## src/rtl/fetch_pkg.sv

```systemverilog
// Shared fetch types: control-type encoding, fetch FSM states and the default lane stride.
package fetch_pkg;

    typedef enum logic [1:0] {
        CT_RETURN = 2'b00,
        CT_CALL   = 2'b01,
        CT_JUMP   = 2'b10,
        CT_COND   = 2'b11
    } ctrl_type_e;

    typedef enum logic [1:0] {
        ST_RUN    = 2'b00,
        ST_MISS   = 2'b01,
        ST_REPLAY = 2'b10
    } fetch_state_e;

    localparam int INST_BYTES_DEF = 8;

    // Lane index needs at least one bit even for a single-lane build.
    function automatic int laneIdxWidth(input int lanes);
        return (lanes > 1) ? $clog2(lanes) : 1;
    endfunction

endpackage

```

## src/rtl/fetch_pc_unit_if.sv

```systemverilog
// Fetch PC unit signal bundle: redirects, predictor data, cache status, fetch group and RAS/refill outputs.
interface fetch_pc_if #(
    parameter int FETCH_WIDTH = 4,
    parameter int SIZE_PC     = 32
);
    logic                           recoverFlag_i;
    logic                           exceptionFlag_i;
    logic                           flagRecoverEX_i;
    logic                           flagRecoverID_i;
    logic [SIZE_PC-1:0]             recoverPC_i;
    logic [SIZE_PC-1:0]             exceptionPC_i;
    logic [SIZE_PC-1:0]             targetAddrEX_i;
    logic [SIZE_PC-1:0]             targetAddrID_i;
    logic [FETCH_WIDTH-1:0]         btbHit_i;
    logic [FETCH_WIDTH-1:0]         prediction_i;
    logic [2*FETCH_WIDTH-1:0]       ctrlType_i;
    logic [SIZE_PC*FETCH_WIDTH-1:0] targetAddr_i;
    logic [SIZE_PC-1:0]             rasTop_i;
    logic                           icacheMiss_i;
    logic                           refillDone_i;
    logic                           fetchReady_i;
    logic [SIZE_PC-1:0]             pc_o;
    logic                           fetchValid_o;
    logic [FETCH_WIDTH-1:0]         laneValid_o;
    logic                           rasPush_o;
    logic                           rasPop_o;
    logic [SIZE_PC-1:0]             rasPushAddr_o;
    logic                           missReq_o;
    logic [SIZE_PC-1:0]             missAddr_o;

    // Environment side: drives redirects, predictor data and cache status.
    modport master (
        output recoverFlag_i, exceptionFlag_i, flagRecoverEX_i, flagRecoverID_i,
        output recoverPC_i, exceptionPC_i, targetAddrEX_i, targetAddrID_i,
        output btbHit_i, prediction_i, ctrlType_i, targetAddr_i, rasTop_i,
        output icacheMiss_i, refillDone_i, fetchReady_i,
        input  pc_o, fetchValid_o, laneValid_o,
        input  rasPush_o, rasPop_o, rasPushAddr_o, missReq_o, missAddr_o
    );

    // Fetch PC unit side.
    modport slave (
        input  recoverFlag_i, exceptionFlag_i, flagRecoverEX_i, flagRecoverID_i,
        input  recoverPC_i, exceptionPC_i, targetAddrEX_i, targetAddrID_i,
        input  btbHit_i, prediction_i, ctrlType_i, targetAddr_i, rasTop_i,
        input  icacheMiss_i, refillDone_i, fetchReady_i,
        output pc_o, fetchValid_o, laneValid_o,
        output rasPush_o, rasPop_o, rasPushAddr_o, missReq_o, missAddr_o
    );
endinterface

```

## src/rtl/fetch_lane_select.sv

```systemverilog
// First-taken-lane finder: index and found flag of the lowest taken enabled lane, plus the valid-lane mask up to it.
module fetch_lane_select
    import fetch_pkg::*;
#(
    parameter int FETCH_WIDTH = 4,
    parameter int IDX_W       = 2
) (
    input  logic [FETCH_WIDTH-1:0]   btbHit,
    input  logic [FETCH_WIDTH-1:0]   prediction,
    input  logic [2*FETCH_WIDTH-1:0] ctrlType,
    input  logic [FETCH_WIDTH-1:0]   laneEnable,
    output logic [IDX_W-1:0]         firstLane,
    output logic                     laneFound,
    output logic [FETCH_WIDTH-1:0]   laneMask
);
    always_comb begin
        firstLane = '0;
        laneFound = 1'b0;
        laneMask  = '0;
        for (int k = 0; k < FETCH_WIDTH; k++) begin
            if (!laneFound) begin
                laneMask[k] = laneEnable[k];
                // Unconditional control flow is always taken; conditionals follow the predictor.
                if (laneEnable[k] && btbHit[k] &&
                    (prediction[k] || (ctrlType[2*k +: 2] != CT_COND))) begin
                    laneFound = 1'b1;
                    firstLane = IDX_W'(k);
                end
            end
        end
    end
endmodule

```

## src/rtl/fetch_pc_unit.sv

```systemverilog
// Fetch PC unit: next-PC selection, RAS push/pop control and I-cache miss/replay sequencing.
// Optional FETCH_PC_ALIGN_EN keeps each fetch group inside one aligned block.
//
// state     | meaning
// ST_RUN    | fetching; group valid unless the cache misses
// ST_MISS   | refill outstanding for pc, pc held
// ST_REPLAY | one dead cycle after refill before re-fetching pc
module fetch_pc_unit
    import fetch_pkg::*;
#(
    parameter int FETCH_WIDTH = 4,
    parameter int SIZE_PC     = 32,
    parameter int INST_BYTES  = INST_BYTES_DEF
) (
    input logic       clk,
    input logic       reset,
    fetch_pc_if.slave fpIf
);
    localparam int                 IDX_W       = laneIdxWidth(FETCH_WIDTH);
    localparam logic [SIZE_PC-1:0] BLOCK_BYTES = SIZE_PC'(FETCH_WIDTH * INST_BYTES);
    localparam logic [SIZE_PC-1:0] LANE_BYTES  = SIZE_PC'(INST_BYTES);

    fetch_state_e           state, stateNext;
    logic [SIZE_PC-1:0]     pc, pcNext;
    logic [SIZE_PC-1:0]     groupBase, redirectTarget, takenTarget, pushAddr;
    logic [FETCH_WIDTH-1:0] laneEnable, laneMask;
    logic [IDX_W-1:0]       firstLane;
    logic                   laneFound, redirect, fetchValid, advance, missReq;
    logic                   rasPush, rasPop;
    ctrl_type_e             takenType;

`ifdef FETCH_PC_ALIGN_EN
    logic [SIZE_PC-1:0] pcOffset;

    assign pcOffset  = pc % BLOCK_BYTES;
    assign groupBase = pc - pcOffset;

    always_comb begin
        laneEnable = '0;
        for (int k = 0; k < FETCH_WIDTH; k++)
            laneEnable[k] = ((pcOffset / LANE_BYTES) <= SIZE_PC'(k));
    end
`else
    assign groupBase  = pc;
    assign laneEnable = '1;
`endif

    fetch_lane_select #(
        .FETCH_WIDTH (FETCH_WIDTH),
        .IDX_W       (IDX_W)
    ) u_laneSelect (
        .btbHit     (fpIf.btbHit_i),
        .prediction (fpIf.prediction_i),
        .ctrlType   (fpIf.ctrlType_i),
        .laneEnable (laneEnable),
        .firstLane  (firstLane),
        .laneFound  (laneFound),
        .laneMask   (laneMask)
    );

    always_comb begin
        redirect       = 1'b1;
        redirectTarget = '0;
        if (fpIf.recoverFlag_i)        redirectTarget = fpIf.recoverPC_i;
        else if (fpIf.exceptionFlag_i) redirectTarget = fpIf.exceptionPC_i;
        else if (fpIf.flagRecoverEX_i) redirectTarget = fpIf.targetAddrEX_i;
        else if (fpIf.flagRecoverID_i) redirectTarget = fpIf.targetAddrID_i;
        else                           redirect       = 1'b0;
    end

    assign takenType   = ctrl_type_e'(fpIf.ctrlType_i[2*firstLane +: 2]);
    assign takenTarget = (takenType == CT_RETURN) ? fpIf.rasTop_i
                                                  : fpIf.targetAddr_i[SIZE_PC*firstLane +: SIZE_PC];
    // Lane addresses count from the group base, which equals pc unless groups are aligned.
    assign pushAddr    = groupBase + SIZE_PC'(int'(firstLane) + 1) * LANE_BYTES;

    // Reset gates the combinational outputs so nothing is presented while held in reset.
    assign fetchValid = reset & (state == ST_RUN) & ~fpIf.icacheMiss_i;
    assign advance    = fetchValid & fpIf.fetchReady_i;
    assign missReq    = reset & (state == ST_RUN) & fpIf.icacheMiss_i & ~redirect;
    assign rasPush    = advance & laneFound & ~redirect & (takenType == CT_CALL);
    assign rasPop     = advance & laneFound & ~redirect & (takenType == CT_RETURN);

    always_comb begin
        stateNext = state;
        pcNext    = pc;
        case (state)
            ST_RUN:    if (fpIf.icacheMiss_i) stateNext = ST_MISS;
            ST_MISS:   if (fpIf.refillDone_i) stateNext = ST_REPLAY;
            ST_REPLAY: stateNext = ST_RUN;
            default:   stateNext = ST_RUN;
        endcase
        // A redirect overrides miss handling and stalls in every state.
        if (redirect) begin
            stateNext = ST_RUN;
            pcNext    = redirectTarget;
        end else if (advance) begin
            pcNext = laneFound ? takenTarget : groupBase + BLOCK_BYTES;
        end
    end

    always_ff @(posedge clk or negedge reset) begin
        if (!reset) begin
            state <= ST_RUN;
            pc    <= '0;
        end else begin
            state <= stateNext;
            pc    <= pcNext;
        end
    end

    assign fpIf.pc_o          = pc;
    assign fpIf.fetchValid_o  = fetchValid;
    assign fpIf.laneValid_o   = fetchValid ? laneMask : '0;
    assign fpIf.rasPush_o     = rasPush;
    assign fpIf.rasPop_o      = rasPop;
    assign fpIf.rasPushAddr_o = rasPush ? pushAddr : '0;
    assign fpIf.missReq_o     = missReq;
    assign fpIf.missAddr_o    = missReq ? pc : '0;
endmodule

```

## src/flat_wrapper.sv

```systemverilog
// flat-port wrapper written by rule: the top's interface ports become plain ports
module fetch_pc_unit_flat import fetch_pkg::*;
#(
    parameter int FETCH_WIDTH = 4,
    parameter int SIZE_PC     = 32,
    parameter int INST_BYTES  = INST_BYTES_DEF
)
  (clk, reset, fpIf_recoverFlag_i, fpIf_exceptionFlag_i, fpIf_flagRecoverEX_i, fpIf_flagRecoverID_i, fpIf_recoverPC_i, fpIf_exceptionPC_i, fpIf_targetAddrEX_i, fpIf_targetAddrID_i, fpIf_btbHit_i, fpIf_prediction_i, fpIf_ctrlType_i, fpIf_targetAddr_i, fpIf_rasTop_i, fpIf_icacheMiss_i, fpIf_refillDone_i, fpIf_fetchReady_i, fpIf_pc_o, fpIf_fetchValid_o, fpIf_laneValid_o, fpIf_rasPush_o, fpIf_rasPop_o, fpIf_rasPushAddr_o, fpIf_missReq_o, fpIf_missAddr_o);
  fetch_pc_if #(.FETCH_WIDTH(FETCH_WIDTH), .SIZE_PC(SIZE_PC)) fpIf_i ();
  input logic clk;
  input logic reset;
  input wire logic [$bits(fpIf_i.recoverFlag_i)-1:0] fpIf_recoverFlag_i;
  input wire logic [$bits(fpIf_i.exceptionFlag_i)-1:0] fpIf_exceptionFlag_i;
  input wire logic [$bits(fpIf_i.flagRecoverEX_i)-1:0] fpIf_flagRecoverEX_i;
  input wire logic [$bits(fpIf_i.flagRecoverID_i)-1:0] fpIf_flagRecoverID_i;
  input wire logic [$bits(fpIf_i.recoverPC_i)-1:0] fpIf_recoverPC_i;
  input wire logic [$bits(fpIf_i.exceptionPC_i)-1:0] fpIf_exceptionPC_i;
  input wire logic [$bits(fpIf_i.targetAddrEX_i)-1:0] fpIf_targetAddrEX_i;
  input wire logic [$bits(fpIf_i.targetAddrID_i)-1:0] fpIf_targetAddrID_i;
  input wire logic [$bits(fpIf_i.btbHit_i)-1:0] fpIf_btbHit_i;
  input wire logic [$bits(fpIf_i.prediction_i)-1:0] fpIf_prediction_i;
  input wire logic [$bits(fpIf_i.ctrlType_i)-1:0] fpIf_ctrlType_i;
  input wire logic [$bits(fpIf_i.targetAddr_i)-1:0] fpIf_targetAddr_i;
  input wire logic [$bits(fpIf_i.rasTop_i)-1:0] fpIf_rasTop_i;
  input wire logic [$bits(fpIf_i.icacheMiss_i)-1:0] fpIf_icacheMiss_i;
  input wire logic [$bits(fpIf_i.refillDone_i)-1:0] fpIf_refillDone_i;
  input wire logic [$bits(fpIf_i.fetchReady_i)-1:0] fpIf_fetchReady_i;
  output wire logic [$bits(fpIf_i.pc_o)-1:0] fpIf_pc_o;
  output wire logic [$bits(fpIf_i.fetchValid_o)-1:0] fpIf_fetchValid_o;
  output wire logic [$bits(fpIf_i.laneValid_o)-1:0] fpIf_laneValid_o;
  output wire logic [$bits(fpIf_i.rasPush_o)-1:0] fpIf_rasPush_o;
  output wire logic [$bits(fpIf_i.rasPop_o)-1:0] fpIf_rasPop_o;
  output wire logic [$bits(fpIf_i.rasPushAddr_o)-1:0] fpIf_rasPushAddr_o;
  output wire logic [$bits(fpIf_i.missReq_o)-1:0] fpIf_missReq_o;
  output wire logic [$bits(fpIf_i.missAddr_o)-1:0] fpIf_missAddr_o;
  assign fpIf_i.recoverFlag_i = fpIf_recoverFlag_i;
  assign fpIf_i.exceptionFlag_i = fpIf_exceptionFlag_i;
  assign fpIf_i.flagRecoverEX_i = fpIf_flagRecoverEX_i;
  assign fpIf_i.flagRecoverID_i = fpIf_flagRecoverID_i;
  assign fpIf_i.recoverPC_i = fpIf_recoverPC_i;
  assign fpIf_i.exceptionPC_i = fpIf_exceptionPC_i;
  assign fpIf_i.targetAddrEX_i = fpIf_targetAddrEX_i;
  assign fpIf_i.targetAddrID_i = fpIf_targetAddrID_i;
  assign fpIf_i.btbHit_i = fpIf_btbHit_i;
  assign fpIf_i.prediction_i = fpIf_prediction_i;
  assign fpIf_i.ctrlType_i = fpIf_ctrlType_i;
  assign fpIf_i.targetAddr_i = fpIf_targetAddr_i;
  assign fpIf_i.rasTop_i = fpIf_rasTop_i;
  assign fpIf_i.icacheMiss_i = fpIf_icacheMiss_i;
  assign fpIf_i.refillDone_i = fpIf_refillDone_i;
  assign fpIf_i.fetchReady_i = fpIf_fetchReady_i;
  assign fpIf_pc_o = fpIf_i.pc_o;
  assign fpIf_fetchValid_o = fpIf_i.fetchValid_o;
  assign fpIf_laneValid_o = fpIf_i.laneValid_o;
  assign fpIf_rasPush_o = fpIf_i.rasPush_o;
  assign fpIf_rasPop_o = fpIf_i.rasPop_o;
  assign fpIf_rasPushAddr_o = fpIf_i.rasPushAddr_o;
  assign fpIf_missReq_o = fpIf_i.missReq_o;
  assign fpIf_missAddr_o = fpIf_i.missAddr_o;
  fetch_pc_unit #(.FETCH_WIDTH(FETCH_WIDTH), .SIZE_PC(SIZE_PC), .INST_BYTES(INST_BYTES)) u_core (.clk(clk), .reset(reset), .fpIf(fpIf_i));
endmodule
```

## config.mk

```make
export PLATFORM = sky130hd
export DESIGN_NAME = fetch_pc_unit_flat
export DESIGN_NICKNAME = d
export VERILOG_FILES = /design/src/rtl/fetch_pkg.sv /design/src/rtl/fetch_pc_unit_if.sv /design/src/rtl/fetch_lane_select.sv /design/src/rtl/fetch_pc_unit.sv /design/src/flat_wrapper.sv
export SDC_FILE = /design/constraint.sdc
export NUM_CORES = 1
export LEC_CHECK = 0
export ABC_AREA = 1
export CAP_MARGIN = 0
export CORE_AREA = 2 2 160 162
export CTS_CLUSTER_DIAMETER = 40
export CTS_CLUSTER_SIZE = 40
export DETAILED_ROUTE_END_ITERATION = 16
export DIE_AREA = 0 0 162 164
export GPL_TIMING_DRIVEN = 0
export SLEW_MARGIN = 20
export SYNTH_ARGS = -nofsm -noshare
export SYNTH_HDL_FRONTEND = slang
export SYNTH_HIERARCHICAL = 1
export SYNTH_SLANG_ARGS = --single-unit
export TNS_END_PERCENT = 20
```

## constraint.sdc

```tcl
create_clock -name clk -period 4.85 [get_ports clk]
set_clock_uncertainty 0.05 [all_clocks]
set_input_delay 0.7275 -clock clk [delete_from_list [all_inputs] [get_ports clk]]
set_output_delay 0.7275 -clock clk [all_outputs]
set_load 0.01 [all_outputs]
```

* After elaboration in Yosys (flattened, before gate mapping)
Index checks and enable logic that the tools add are counted.
Storage, ports and cells: flip-flop bits (word level) 34, input port bits 313, output and inout port bits 104, word-level logic and storage cells 73
Cells by class: $add $sub $neg 3, equal/unequal tests 8, shift-type cells 2, mux-type cells 35, bitwise operators 11, reductions and logical operators 12
Operators by type and width (number):
- $mux W32 | 10
- $shiftx A128 B8 Y32 | 1
- $add A32 B32 Y32 | 1
- $add A32 B6 Y32 const B | 1
- $mux W1 | 16
- $mux W2 | 7
- $and A1 B1 Y1 | 9
- $ne A2 B2 Y1 const B | 4
- $shiftx A8 B4 Y2 | 1
- $ne A3 B2 Y1 const B | 2
- $eq A2 B1 Y1 const B | 2
- $logic_and A1 B1 Y1 | 4
- $logic_not A2 Y1 | 2
- $logic_or A1 B1 Y1 | 4
- $mux W4 | 1
- $pmux W2 S2 | 1
- $add A2 B1 Y3 const B | 1
- $not A1 Y1 | 2
- $reduce_and A2 Y1 | 1
- $reduce_bool A2 Y1 | 1

* Depth between registers and ports, before layout
depth in word-level cells 15, gate-level depth with buffers 21, mapped depth without buffers 19

* By module
Netlist, hierarchy kept.
By module, submodules not included:
- fetch_pc_unit | instances 1, cells an instance 1131, area an instance 5868.1 µm², seq. area each 850.8 µm²
- fetch_lane_select | instances 1, cells an instance 29, area an instance 137.6 µm², seq. area each 0.0 µm²

* Least setup slack after synthesis
Ideal clock, no wire load.
path type input port to output port, start point in fpIf_ctrlType_i[6], end point out fpIf_rasPushAddr_o[15], arrival 3.394 ns, data required time 4.073 ns, slack 0.678 ns, stages 20, path buffers 2, cell sequence nand2_1 > nor2_1 > nor2_1 > nand2_1 > a21oi_1 > inv_2 > buf_2 > clkbuf_1 > ha_1 > inv_1 > fa_1 > inv_1 > nand2_1 > a21oi_1 > nand2_1 > nor2_1 > inv_1 > nor2_1 > nor2_1 > nor3_1
Between the ends: word-level cells in the longest chain between the ends 9, elaborated cells on any way between the ends 15, classes of those cells add/sub: 2; eq/ne: 2; shift: 1; mux: 5; bitwise: 3; reduce/logical: 2
RTL lines:
- from (decl) | line flat_wrapper.sv:22 | input wire logic [$bits(fpIf_i.ctrlType_i)-1:0] fpIf_ctrlType_i;
- $ne A2 B2 Y1 (*) | line fetch_lane_select.sv:25 | (prediction[k] || (ctrlType[2*k +: 2] != CT_COND))) begin
- $logic_or A1 B1 Y1 (*) | line fetch_lane_select.sv:25
- $logic_and A1 B1 Y1 (*) | line fetch_lane_select.sv:24 | if (laneEnable[k] && btbHit[k] &&
- $mux W2 (*) | line fetch_lane_select.sv:24
- $mux W2 (*) | line fetch_lane_select.sv:21 | if (!laneFound) begin
- via u_core.firstLane[0] | line fetch_pc_unit.sv:27 | logic [IDX_W-1:0] firstLane;
- branches (longest 3 deep; another with $add A32 B32 Y32)
- $mux W32 (*) | line fetch_pc_unit.sv:117 | assign fpIf.rasPushAddr_o = rasPush ? pushAddr : '0;
- to (decl) | line flat_wrapper.sv:33 | output wire logic [$bits(fpIf_i.rasPushAddr_o)-1:0] fpIf_rasPushAddr_o;
Mark *: on every way through the listed nets, which the timed path passes.

* Worst setup path in the final report
start point in fpIf_ctrlType_i[5], end point out fpIf_rasPushAddr_o[18]
Between the ends: word-level cells in the longest chain between the ends 11, elaborated cells on any way between the ends 18, classes of those cells add/sub: 2; eq/ne: 2; shift: 1; mux: 8; bitwise: 3; reduce/logical: 2
RTL lines (line):
- $ne A2 B2 Y1 (*) | fetch_lane_select.sv:25
- $logic_or A1 B1 Y1 (*) | fetch_lane_select.sv:25
- $logic_and A1 B1 Y1 (*) | fetch_lane_select.sv:24
- $mux W2 | fetch_lane_select.sv:24
- $mux W2 | fetch_lane_select.sv:21
- $mux W2 | fetch_lane_select.sv:24
- $mux W2 (*) | fetch_lane_select.sv:21
- via u_core.firstLane[0] | fetch_pc_unit.sv:27
- branches (longest 3 deep; another with $add A32 B32 Y32)
- $mux W32 (*) | fetch_pc_unit.sv:117
Marks and branches as above.

==> impl_metrics.yaml <==
status:
  status: "completed"
clock_network:
  cts_max_path_buffers: 2
  h-tree-depth: 2
  clkLatencyLatePin_ns: 0.29
  tritoncts: "done"
  clk_pin_slew_ns: 0.06
  cts.sinks: 34
  root_buffer: "clkbuf_16"
  cts_buffers: 5
final_layout:
  synthToLayoutAreaGrowth_pct: 82.13
  drive_gt1_share_pct: 5.573
  final_area_um2: 10940
  stdcell_count: 1927
  n_fill_cell: 2815
  nets: 1915
  antennaDiodeCount: 0
setup_path:
  crit_top_cell: "nand2_1"
  crit_required_ns: 4.07
  cp_cell_sequence: "clkdlybuf4s50_1 > nand2_1 > o21ai_2 > nand2_1 > a21oi_4 > buf_4 > nand2_1 > nand3_1 > nand2_1 > nor3b_4 > buf_6 > nand2_1 > a21oi_2 > clkdlybuf4s50_1"
  timing.rr.start: "u_core/fpIf.pc_o[5]"
  crit_type: "in2out"
  crit_start: "fpIf_ctrlType_i[5]"
  slowest_delay_ns: 0.55
  critPathMaxFanout: 10
  crit_arrival_ns: 3.89
  start_kind: "input pin"
  r2r_slack_ns: 2.45
  cp_slowest_cell: "clkdlybuf4s50_1"
  worstSetupEndpointType: "output pin"
logic_synthesis:
  async_flop_share_pct: 100.0
  post-synth-top-area-fraction_pct: 21.94
  synth_edf_count: 0
  netlist-cell-type-count: 42
  synth_seq_cells: 34
  netlist_top_cells_area: "nand2_1 (22%), dfrtp_1 (14%), nor2_1 (13%)"
  synth_area_um2: 6006
  ys_warn_count: 6
  avgSynthCellArea_um2: 5.177
  seq_area_frac_synth_pct: 14.17
  synth_area_leader_cell: "nand2_1"
  syn_inst: 1160
  ys.flop_type: "dfrtp_1"
global_route:
  grt.total_usage_pct: 27.90
  antenna_found_initial: 1
  first_global_vias: 9302
  grt_overflow_total: 0
  grt_max_degree: 31
  grt_pass1_wl_um: 55740
die:
  start_util_pct: 24.20
  io_pins: 417
  dieWidth_um: 162
  rows: 58
  die_area_um2: 26570
  fp.coreArea_um2: 24820
  die_h_um: 164
power:
  power_leakage_nw: 4.721
  total_power_w: 0.001757
  power.density_nw_per_um2: 160.6
  vdd_ir_drop_max_uv: 111.7
place:
  placed_cells: 1912
  dpl-instance-area_um2: 10600
  portBuffers: 414
  dp_hpwl_um: 32690
  place_congestion: 0.9110
route:
  routedWlPerCell_um: 19.93
  vias: 9557
  post-route-drc-count: 0
  first_pass_iters: 5
  routed_wl_um: 38410
  vias_per_cell: 4.960
  drt_iter0_drc: 733
  antenna_left: 0
sta:
  rsz0062_at_grt: "yes"
  setup_viol: 0
  worst_slew_pin_slew_ns: 0.7437
  maxSlewHeadroom_pct: 50.42
  finalHoldViolCount: 0
  finalCriticalPeriod_ns: 4.672
  fin_hold_ws_ns: 0.2290
  timing.final.crit_share_pct: 96.32
  slew_viol_final: 0
  fmax_mhz: 214.1
hold_path:
  min_path_type: "in2async"
run:
  cap_violations: 0
-- critical path: cells and delay by family --
| family | cells | cell delay, ns |
|---|---|---|
| compound gates | 3 | 0.51 |
| buf+inv | 4 | 1.44 |
| simple gates | 7 | 1.21 |
-- synthesized netlist by cell type (all sizes together) (9+ instances only) --
master	number
a21oi	107
buf	36
clkbuf	35
dfrtp	34
inv	88
nand2	353
nand3	128
nand3b	19
nor2	207
nor3	9
o211ai	37
o21ai	73
-- power by group --
part | total (W) | internal [W] | switching (W)
logic | 0.00100 | 0.000470 | 0.000531
clock network | 0.000370 | 0.000241 | 0.000130
registers | 0.000385 | 0.000315 | 0.0000705
total | 0.00176 | 0.00103 | 0.000731
-- final cells by class --
cell class,count,area (µm²),area share [%]
Timing Repair Buffer,423,4215,38.54
Clock buffer,5,125.1,1.144
Multi-Input combinational cell,973,4614,42.19
Sequential cell,34,850.8,7.779
Inverter,89,341.6,3.123
Buffer,70,337.8,3.089
Clock inverter,3,40.04,0.3660
Tap cell,330,412.9,3.775
-- cells in the final DEF (no fill, tap or decap), drive strengths merged, types with 7 or more instances in the layout --
cell type / Yosys / routed
a21oi: 107 / 107
nand2: 353 / 353
clkdlybuf4s50: 0 / 400
clkbuf: 35 / 42
o211ai: 37 / 37
nand4: 7 / 7
nor3: 9 / 9
o21ai: 73 / 73
nand3: 128 / 128
nor2: 207 / 207
conb: 1 / 8
dfrtp: 34 / 34
inv: 88 / 88
nand3b: 19 / 19
buf: 36 / 45
-- state kept, by name (all words and copies together), names as in the netlist --
| register | cells |
|---|---|
| u_core/fpIf.pc_o | 32 |
| u_core/state | 2 |
-- per-layer routing --
layer	vias to the layer above	track usage [%]	routed length [µm]	share of wire [%]
li1	4671	-	-	-
met3	39	4.268	2727	7.1
met2	436	50.08	18700	49
met5	-	0	0	0
met1	4411	35.66	16330	43
met4	0	5.028	662	1.7
-- cells by family after synthesis --
logic type / Yosys count / synth area share, %
adders and majority gates: 6 / 1.375
other: 1 / 0.06244
buffers and inverters: 160 / 11.04
DFF: 34 / 14.17
and+or+nand+nor: 728 / 51.67
AOI/OAI and AO/OA: 227 / 21.10
xor gates and xnor gates: 4 / 0.5833
-- metrics by stage --
step | setup WS [ns] | setup TNS (ns) | util, %
3_5_place_dp | -1.375 | -17.81 | 42.73
6_report | 0.1784 | 0 | 44.07
3_3_place_gp | -1.340 | -33.36 | 42.66
4_1_cts | 0.04281 | 0 | 43.80
2_1_floorplan | 0.6783 | 0 | -
5_1_grt | -0.01459 | -0.03839 | 44.07
-- final timing paths --
path	cells after the start	to
min in group clk	2	u_core/state[1]
worst max-delay path	14	fpIf_rasPushAddr_o[18]
worst min register to register	2	u_core/state[1]
max in group asynchronous	2	u_core/state[1]
worst max register to register	10	u_core/fpIf.pc_o[17]
worst min-delay path	1	u_core/fpIf.pc_o[18]
-- repair_timing --
action,CTS,global route
pin swaps,2,3
buffers inserted,5,3
resized for setup,25,20
endpoints found under the setup margin,28,16
cloned,0,0
hold buffers,0,0
No activity file was read; power rests on OpenSTA's default activity.
